<file path="src/rtl/conv_fc_layer.sv">
// rtl/conv_fc_layer.sv - 1-D convolution followed by a fully connected layer, one MAC per cycle
//
// Purpose: latches an input matrix (INPUT_LAYER_HEIGHT x KERNEL_WIDTH words),
// slides a KERNEL_HEIGHT x KERNEL_WIDTH kernel down the rows to form CONV_OUT
// values, then feeds those into LAYER_HEIGHT neurons. Fixed-point, signed,
// N_SIZE fraction bits, results floored and saturated to WORD_SIZE.
//
// Ports:
//   clk_i, reset_i           clock (rising edge), asynchronous active-low reset
//   valid_i/ready_o/data_i   input vector handshake, word r*KERNEL_WIDTH+c = x[r][c]
//   valid_o/yumi_i/data_o    result handshake, word n = neuron n
//   w_en_i/mem_addr_i/mem_data_i  weight/bias write port, address {select, index}
module conv_fc_layer #(
    parameter int WORD_SIZE          = 16,
    parameter int N_SIZE             = 2,
    parameter int INPUT_LAYER_HEIGHT = 5,
    parameter int KERNEL_HEIGHT      = 3,
    parameter int KERNEL_WIDTH       = 2,
    parameter int LAYER_HEIGHT       = 2,
    parameter int RAM_SELECT_BITS    = $clog2(LAYER_HEIGHT + 1),
    parameter int RAM_ADDRESS_BITS   = $clog2(((KERNEL_HEIGHT * KERNEL_WIDTH) >
                                               (INPUT_LAYER_HEIGHT - KERNEL_HEIGHT + 1) ?
                                               (KERNEL_HEIGHT * KERNEL_WIDTH) :
                                               (INPUT_LAYER_HEIGHT - KERNEL_HEIGHT + 1)) + 1)
) (
    input  logic                                                 clk_i,
    input  logic                                                 reset_i,
    input  logic                                                 valid_i,
    output logic                                                 ready_o,
    input  logic [INPUT_LAYER_HEIGHT*KERNEL_WIDTH*WORD_SIZE-1:0] data_i,
    output logic                                                 valid_o,
    input  logic                                                 yumi_i,
    output logic [LAYER_HEIGHT*WORD_SIZE-1:0]                    data_o,
    input  logic                                                 w_en_i,
    input  logic [RAM_SELECT_BITS+RAM_ADDRESS_BITS-1:0]          mem_addr_i,
    input  logic [WORD_SIZE-1:0]                                 mem_data_i
);

    localparam int CONV_OUT = INPUT_LAYER_HEIGHT - KERNEL_HEIGHT + 1;
    localparam int K_TAPS   = KERNEL_HEIGHT * KERNEL_WIDTH;
    localparam int IN_WORDS = INPUT_LAYER_HEIGHT * KERNEL_WIDTH;
    localparam int ACC_W    = 2 * WORD_SIZE + 8;
    localparam int XIW      = $clog2(IN_WORDS);
    localparam int KIW      = $clog2(K_TAPS + 1);
    localparam int CIW      = $clog2(CONV_OUT + 1);
    localparam int COW      = (CONV_OUT > 1) ? $clog2(CONV_OUT) : 1;
    localparam int NW       = (LAYER_HEIGHT > 1) ? $clog2(LAYER_HEIGHT) : 1;
    localparam int CW       = RAM_ADDRESS_BITS;
    localparam int RW       = $clog2(((CONV_OUT > LAYER_HEIGHT) ? CONV_OUT : LAYER_HEIGHT) + 1);

    localparam logic signed [ACC_W-1:0] SAT_MAX = ACC_W'((longint'(1) <<< (WORD_SIZE - 1)) - 1);
    localparam logic signed [ACC_W-1:0] SAT_MIN = ~SAT_MAX;

    typedef enum logic [1:0] {IDLE, CONV, FC, DONE} state_t;

    state_t state_q, state_d;

    // Weight storage is deliberately left out of reset.
    logic signed [WORD_SIZE-1:0] kmem [K_TAPS+1];
    logic signed [WORD_SIZE-1:0] nmem [LAYER_HEIGHT][CONV_OUT+1];

    logic signed [WORD_SIZE-1:0] x_r    [IN_WORDS];
    logic signed [WORD_SIZE-1:0] conv_r [CONV_OUT];
    logic        [WORD_SIZE-1:0] res_r  [LAYER_HEIGHT];
    logic signed [ACC_W-1:0]     acc_q;
    logic        [CW-1:0]        tap_q;
    logic        [RW-1:0]        row_q;

    logic signed [WORD_SIZE-1:0]   mac_a, mac_b, fin_bias;
    logic signed [2*WORD_SIZE-1:0] prod;
    logic signed [ACC_W-1:0]       acc_add;
    logic        [WORD_SIZE-1:0]   fin_val;
    logic                          last_tap, last_row;

    logic [RAM_SELECT_BITS-1:0]  wr_sel;
    logic [RAM_ADDRESS_BITS-1:0] wr_idx;

    // Add the bias at product scale, floor back to N_SIZE fraction bits, clamp.
    function automatic logic [WORD_SIZE-1:0] finalize(input logic signed [ACC_W-1:0] acc,
                                                      input logic signed [WORD_SIZE-1:0] bias);
        logic signed [ACC_W-1:0] sum;
        sum = acc + ($signed({{(ACC_W-WORD_SIZE){bias[WORD_SIZE-1]}}, bias}) <<< N_SIZE);
        sum = sum >>> N_SIZE;
        if (sum > SAT_MAX)
            finalize = {1'b0, {(WORD_SIZE-1){1'b1}}};
        else if (sum < SAT_MIN)
            finalize = {1'b1, {(WORD_SIZE-1){1'b0}}};
        else
            finalize = sum[WORD_SIZE-1:0];
    endfunction

    assign ready_o = (state_q == IDLE);
    assign valid_o = (state_q == DONE);

    assign wr_sel = mem_addr_i[RAM_ADDRESS_BITS +: RAM_SELECT_BITS];
    assign wr_idx = mem_addr_i[RAM_ADDRESS_BITS-1:0];

    always_ff @(posedge clk_i) begin
        if (w_en_i && state_q == IDLE) begin
            if (wr_sel == '0) begin
                if (int'(wr_idx) <= K_TAPS)
                    kmem[KIW'(wr_idx)] <= mem_data_i;
            end else if (int'(wr_sel) <= LAYER_HEIGHT && int'(wr_idx) <= CONV_OUT) begin
                nmem[NW'(int'(wr_sel) - 1)][CIW'(wr_idx)] <= mem_data_i;
            end
        end
    end

    // Each output takes one cycle per tap plus one finalize cycle (last_tap),
    // so the schedule is data independent. In CONV the tap index t walks the
    // kernel row-major, which lines up with input word row*KERNEL_WIDTH + t.
    always_comb begin
        mac_a    = '0;
        mac_b    = '0;
        fin_bias = '0;
        last_tap = 1'b0;
        last_row = 1'b0;
        case (state_q)
            CONV: begin
                last_tap = (int'(tap_q) == K_TAPS);
                last_row = (int'(row_q) == CONV_OUT - 1);
                fin_bias = kmem[0];
                if (!last_tap) begin
                    mac_a = kmem[KIW'(int'(tap_q) + 1)];
                    mac_b = x_r[XIW'(int'(row_q) * KERNEL_WIDTH + int'(tap_q))];
                end
            end
            FC: begin
                last_tap = (int'(tap_q) == CONV_OUT);
                last_row = (int'(row_q) == LAYER_HEIGHT - 1);
                fin_bias = nmem[NW'(row_q)][0];
                if (!last_tap) begin
                    mac_a = nmem[NW'(row_q)][CIW'(int'(tap_q) + 1)];
                    mac_b = conv_r[COW'(tap_q)];
                end
            end
            default: ;
        endcase
    end

    assign prod    = mac_a * mac_b;
    assign acc_add = $signed({{(ACC_W-2*WORD_SIZE){prod[2*WORD_SIZE-1]}}, prod});
    assign fin_val = finalize(acc_q, fin_bias);

    always_ff @(posedge clk_i or negedge reset_i) begin
        if (!reset_i) state_q <= IDLE;
        else          state_q <= state_d;
    end

    always_comb begin
        state_d = state_q;
        case (state_q)
            IDLE: if (valid_i)              state_d = CONV;
            CONV: if (last_tap && last_row) state_d = FC;
            FC:   if (last_tap && last_row) state_d = DONE;
            DONE: if (yumi_i)               state_d = IDLE;
            default:                        state_d = IDLE;
        endcase
    end

    always_ff @(posedge clk_i or negedge reset_i) begin
        if (!reset_i) begin
            acc_q  <= '0;
            tap_q  <= '0;
            row_q  <= '0;
            data_o <= '0;
            for (int i = 0; i < IN_WORDS; i++)     x_r[i]    <= '0;
            for (int i = 0; i < CONV_OUT; i++)     conv_r[i] <= '0;
            for (int i = 0; i < LAYER_HEIGHT; i++) res_r[i]  <= '0;
        end else begin
            case (state_q)
                IDLE: begin
                    if (valid_i) begin
                        for (int i = 0; i < IN_WORDS; i++)
                            x_r[i] <= data_i[i*WORD_SIZE +: WORD_SIZE];
                        acc_q <= '0;
                        tap_q <= '0;
                        row_q <= '0;
                    end
                end
                CONV, FC: begin
                    if (last_tap) begin
                        if (state_q == CONV) begin
                            conv_r[COW'(row_q)] <= fin_val;
                        end else begin
                            res_r[NW'(row_q)] <= fin_val;
                            // data_o only changes here so it holds the previous
                            // result throughout the next computation.
                            if (last_row)
                                for (int n = 0; n < LAYER_HEIGHT; n++)
                                    data_o[n*WORD_SIZE +: WORD_SIZE] <=
                                        (n == LAYER_HEIGHT - 1) ? fin_val : res_r[n];
                        end
                        acc_q <= '0;
                        tap_q <= '0;
                        row_q <= last_row ? '0 : row_q + RW'(1);
                    end else begin
                        acc_q <= acc_q + acc_add;
                        tap_q <= tap_q + CW'(1);
                    end
                end
                default: ;
            endcase
        end
    end

endmodule

</file>
<file path="config.mk">
export PLATFORM = sky130hd
export DESIGN_NAME = conv_fc_layer
export DESIGN_NICKNAME = d
export VERILOG_FILES = /design/src/rtl/conv_fc_layer.sv
export SDC_FILE = /design/constraint.sdc
export NUM_CORES = 2
export LEC_CHECK = 0
export ABC_AREA = 1
export BUFFER_PORTS_ARGS = -buffer_cell sky130_fd_sc_hd__buf_2
export CAP_MARGIN = 40
export CORE_ASPECT_RATIO = 0.8
export CORE_MARGIN = 8
export CORE_UTILIZATION = 46
export DETAILED_ROUTE_END_ITERATION = 8
export SYNTH_ARGS = -nofsm -noshare
export SYNTH_HDL_FRONTEND = slang
export SYNTH_SLANG_ARGS = --single-unit
</file>
<file path="constraint.sdc">
create_clock -name clk_i -period 10.69 [get_ports clk_i]
set_input_delay 3.207 -clock clk_i [delete_from_list [all_inputs] [get_ports clk_i]]
set_output_delay 3.207 -clock clk_i [all_outputs]
set_load 0.005 [all_outputs]
</file>
## After elaboration in Yosys (flattened, before gate mapping)

Memories as Yosys holds them, arrays and structs flattened.
Index checks and enable logic that the tools add are counted.

| word-level totals | value |
|---|---|
| register bits after elaboration | 319 |
| bits in latches | 0 |
| RAM bits | 240 |
| ROM bits | 0 |
| logic and storage cells | 131 |
| memories | 2 |

| operators by class | value |
|---|---|
| $add $sub $neg | 7 |
| multipliers | 1 |
| divide/modulo/power cells | 0 |
| order comparisons | 14 |
| equality and inequality tests | 12 |
| shifts and indexed selects | 0 |
| mux-type cells | 51 |
| bitwise operators | 7 |
| reduce and logical (&&, ||, !) cells | 17 |

Memories:

| memory | depth | bits a word | read ports | clocked after Yosys merged registers in | wr ports | RTL line | source |
|---|---|---|---|---|---|---|---|
| nmem | 2 | 64 | 1 | 0 | 1 | 60 | `logic signed [WORD_SIZE-1:0] nmem [LAYER_HEIGHT][CONV_OUT+1];` |
| kmem | 7 | 16 | 2 | 0 | 1 | 59 | `logic signed [WORD_SIZE-1:0] kmem [K_TAPS+1];` |

Operators by type and width:

| operator | number |
|---|---|
| two-way mux 16 bit | 15 |
| case mux 16 bit (2 select lines) | 3 |
| two-way mux 40 bit | 2 |
| case mux 40 bit (2 select lines) | 1 |
| binary-select mux 16 bit (select 2 bit) | 2 |
| binary-select mux 16 bit (select 4 bit) | 1 |
| demux 16 bit (select 2 bit) | 2 |
| two-way mux 64 bit | 1 |
| bitwise mux 48 bit | 1 |
| adder 40 x 18 -> 40 bit | 1 |
| adder 40 x 32 -> 40 bit | 1 |
| greater-than comparator 38 x 16 -> 1 bit, second input constant | 1 |
| < comparator 38 x 16 -> 1 bit, second input constant | 1 |
| bitwise mux 32 bit | 1 |
| multiplier 16 x 16 -> 32 bit | 1 |
| demux 16 bit (select 1 bit) | 1 |
| two-way mux 2 bit | 7 |
| greater-or-equal comparator 3 bit, second input constant | 3 |
| NOT 2 -> 3 bit | 3 |
| AND reduction 3 bit | 3 |
| == test 2 bit, second input constant | 4 |
| != test 2 bit, second input constant | 4 |
| case mux 2 bit (4 select lines) | 1 |
| AND reduction 4 bit | 2 |
| 30 further kinds | 47 |

## Logic depth before layout (Yosys ltp)

| logic depth | value |
|---|---|
| depth in word-level cells | 11 |
| gate-level depth with buffers | 44 |

## Worst setup path before layout

OpenSTA, ideal clock, no wires.

| timing path | value |
|---|---|
| path kind | flip-flop to flip-flop |
| from | register tap_q[0] |
| to | register acc_q[39] |
| library setup time | 0.083 ns |
| arrival time | 7.985 ns |
| slack | 2.622 ns |
| cell stages (with the launch flop) | 36 |
| path buffers | 5 |
| path through | dfrtp_1 > inv_1 > buf_2 > buf_1 > buf_2 > ha_1 > inv_1 > clkbuf_1 > a21oi_1 > o21ai_0 > nand3_1 > a21oi_1 > clkbuf_1 > nand2_1 > fa_1 > inv_1 > fa_1 > inv_1 > fa_1 > fa_1 > inv_1 > fa_1 > inv_1 > fa_1 > inv_1 > ha_1 > a21oi_1 > a21boi_0 > o221ai_1 > a31oi_1 > nand2_1 > a31oi_1 > inv_1 > nand2_1 > nand2_1 > o21ai_0 |

| on the way | value |
|---|---|
| longest elaborated chain between the ends | 11 |

Ends and longest elaborated chain:

| what | RTL line | source |
|---|---|---|
| start, declared | 66 | `logic [CW-1:0] tap_q;` |
| start signal, assigned | 199 | `tap_q <= tap_q + CW'(1);` |
| adder 3 x 3 -> 4 bit or adder 3 x 1 -> 3 bit (tied branches) | 125, 133 |  |
| NOT 4 bit (not written as such) or NOT 2 bit (tied branches) | 125, 133 |  |
| binary-select mux 16 bit (select 4 bit) or binary-select mux 16 bit (select 2 bit) (tied branches) | 125, 133 |  |
| two-way mux 16 bit, on equally long branches (2 in series) | 125, 133 |  |
| two-way mux 16 bit, on equally long branches | 123, 132 |  |
| case mux 16 bit (2 select lines) | 118 | `case (state_q)` |
| multiplier 16 x 16 -> 32 bit | 141 | `assign prod = mac_a * mac_b;` |
| adder 40 x 32 -> 40 bit | 198 | `acc_q <= acc_q + acc_add;` |
| two-way mux 40 bit (*) | 182 | `if (last_tap) begin` |
| case mux 40 bit (2 select lines) (*) | 171 | `case (state_q)` |
| end signal, assigned | 198 |  |
| end, declared | 65 | `logic signed [ACC_W-1:0] acc_q;` |

Mark *: on every way between the ends. The rest lies on a longest branch, timed or not. The select of a mux whose other input is x is not followed.
A chain may end at the register's enable or synchronous reset.

## Final worst setup path

| timing path | value |
|---|---|
| from | register tap_q[1] |
| to | register acc_q[37] |

Same word-level chain as after synthesis.

==> summary.md <==
| Metric | Value |
|---|---|
| CTS root buf | `clkbuf_16` |
| Clock buffer count from CTS | `55` |
| WL per Instance | `20.0 um` |
| Post-synth EDFFs | `240` |
| Worst Setup Path Type | `reg -> reg` |
| Critical Path Slowest Stage Cell | `fa_1` |
| RSZ-0062 raised after global routing | `false` |
| Row cnt | `95` |
| Syn nets | `5255` |
| Hold Crit Class | `reg -> reg` |
| DP Area | `41500 sq um` |
| Later-pin clock latency in the skew report | `0.67 ns` |
| FF+latch count, synth | `543` |
| Synth cell types | `49` |
| H-tree level count | `2` |
| Initial antenna violation count | `0` |
| Ranking of synthesized cells by area | `dfrtp_1 (20%), edfxtp_1 (19%), fa_1 (17%)` |
| Routed Antenna Nets | `0` |
| Largest net degree at the start of global routing | `153` |
| Final setup TNS | `0 ns` |
| Vias per inst | `5.33` |
| Remaining Overflow, GRT | `0` |
| Synth warn | `0` |
| Clk buf depth | `3` |
| Routed WL | `118000 um` |
| Final worst path period share | `0.864` |
| Final min period | `9.24 ns` |
| Port Buffers | `219` |
| Clock sink count | `543` |
| WP data required | `11.20 ns` |
| Crit-path max cell delay | `0.73 ns` |
| Post-CTS sizing | `0` |
| Cts hold-fix bufs | `0` |
| Finished Cell Area | `43300 sq um` |
| WP data arrival | `9.75 ns` |
| Die height | `276 um` |
| Vias in the first global route | `31200` |
| Area Overhead vs Synth | `11.5%` |
| Max_cap viols | `0` |
| Ys async rst share | `0.558` |
| Achievable Freq | `108 MHz` |
| Layout cells sized above 1 | `0.0947` |
| Status | `completed` |
| Mapped Area | `38900 sq um` |
| 1st-iter DRT viols | `2830` |
| Critical Path Most Common Cell | `inv_1` |
| Crit. End Element | `flop` |
| Slew Limit Headroom | `0.264` |
| Antenna Cells | `0` |
| # IOs | `220` |
| Post-synth top area share | `0.195` |
| Dpl ws | `1.48 ns` |
| Final WS setup | `1.45 ns` |
| Die area | `94100 sq um` |
| Worst Skew | `0.0507 ns` |
| RePlAce Congestion | `0.956` |
| Top-count cell post-synth | `nand2_1` |
| Sequential area share after synthesis | `0.380` |
| Clock slew at reported path FFs | `0.07 ns` |
| Worst-path fanout max | `35` |
| First-pass GRT wire length | `186000 um` |
| CP Launch Type | `flop` |
| Area leader, netlist | `dfrtp_1` |
| Chip width | `341 um` |
| Post-CTS setup buffer count | `0` |
| Dpl hpwl | `90000 um` |
| Slew Limit Fails | `0` |
| Detailed-router iteration count before antenna repair | `6` |
| Cells after Synth | `4572` |
| Final setup fails | `0` |
| Core Area | `83800 sq um` |
| Via count | `31500` |
| Post-synth top cells | `nand2_1 (1470), inv_1 (637), nor2_1 (456)` |
| Initial core utilization | `0.464` |
| Drc violations | `0` |
| TritonCTS clock tree | `yes` |
| Hold Vio Cnt, Final | `0` |
| Slew @ Worst Pin | `1.09 ns` |
| GRT Util Overall | `0.252` |
| Mean Syn Cell Area | `8.50 sq um` |
| # nets final | `5437` |
| Top_reg_cell synth | `dfrtp_1` |
[sequential cells by signal (all words and copies together) (netlist names)]
name,cells
conv_r,48
tap_q,3
x_r,160
row_q,2
res_r,16
state_q,2
data_o,32
nmem,128
acc_q,40
kmem,112
[worst paths after layout]
path,startpoint,to,slack [ns],cells after the start
max in group asynchronous,reset_i,data_o[6],6.68,2
min in group asynchronous,reset_i,x_r[136],2.55,1
hold / removal,data_o[3],data_o[3],0.47,2
setup reg to reg,tap_q[1],acc_q[37],1.45,33
hold reg to reg,data_o[3],data_o[3],0.47,2
setup / recovery,tap_q[1],acc_q[37],1.45,33
[logic make-up after synthesis]
family,after synthesis,synth area share
mux,33,0.00850
buf+inv,821,0.0811
compound gates,558,0.0860
fa+ha+maj,497,0.224
flops,543,0.380
simple gates,2094,0.214
xor+xnor,26,0.00586
[area by class of cell]
cell class                      count  area (sq um)
Multi-Input combinational cell   3208         21000
Sequential cell                   543         14800
Inverter                          646          2430
Fill cell                        7974         40500
Clock buffer                       67          1460
Clock inverter                     30           385
Timing Repair Buffer              300          1870
Tap cell                         1115          1400
[cell usage in the layout (no fill, tap or decap), types with 35 or more instances in the layout]
cell,synthesis,layout
buf_4,0,59
dfrtp_1,303,301
fa_1,333,333
a21oi_1,150,148
inv_1,637,635
ha_1,164,163
buf_2,31,227
nand3_1,74,74
o21ai_0,197,197
nand2_1,1470,1469
o22ai_1,35,35
edfxtp_1,240,240
clkbuf_16,0,55
nor2_1,456,453
[metrics by stage]
stage / utilization / cells / hold slack, ns
after floorplan: - / 4572 / 0.444
after global placement: 0.492 / 5792 / 0.454
after detailed placement: 0.495 / 5811 / 0.457
after CTS: 0.517 / 5908 / 0.474
after global routing: 0.517 / 5909 / 0.491
final: 0.517 / 5909 / 0.469
[layer usage]
layer | vias up | global-route usage | routed length, um
met5 | - | 0 | 0
met4 | 0 | 0.0569 | 2620
met3 | 167 | 0.0516 | 10500
met2 | 1246 | 0.372 | 49900
met1 | 15300 | 0.380 | 55300
li1 | 14800 | - | -
[worst max-delay path: cells and delay by family, from the launching register on]
| kind | cells | cell delay, ns |
|---|---|---|
| adder cells (fa/ha/maj) | 9 | 4.70 |
| flip-flops | 1 | 0.36 |
| AO/OA/AOI/OAI | 5 | 0.94 |
| buffers and inverters | 11 | 1.58 |
| AND/OR/NAND/NOR | 8 | 1.51 |
Power is left out: the tool's default activity adds up to more than one toggle a clock period on the data nets, which glitch-free logic cannot reach.
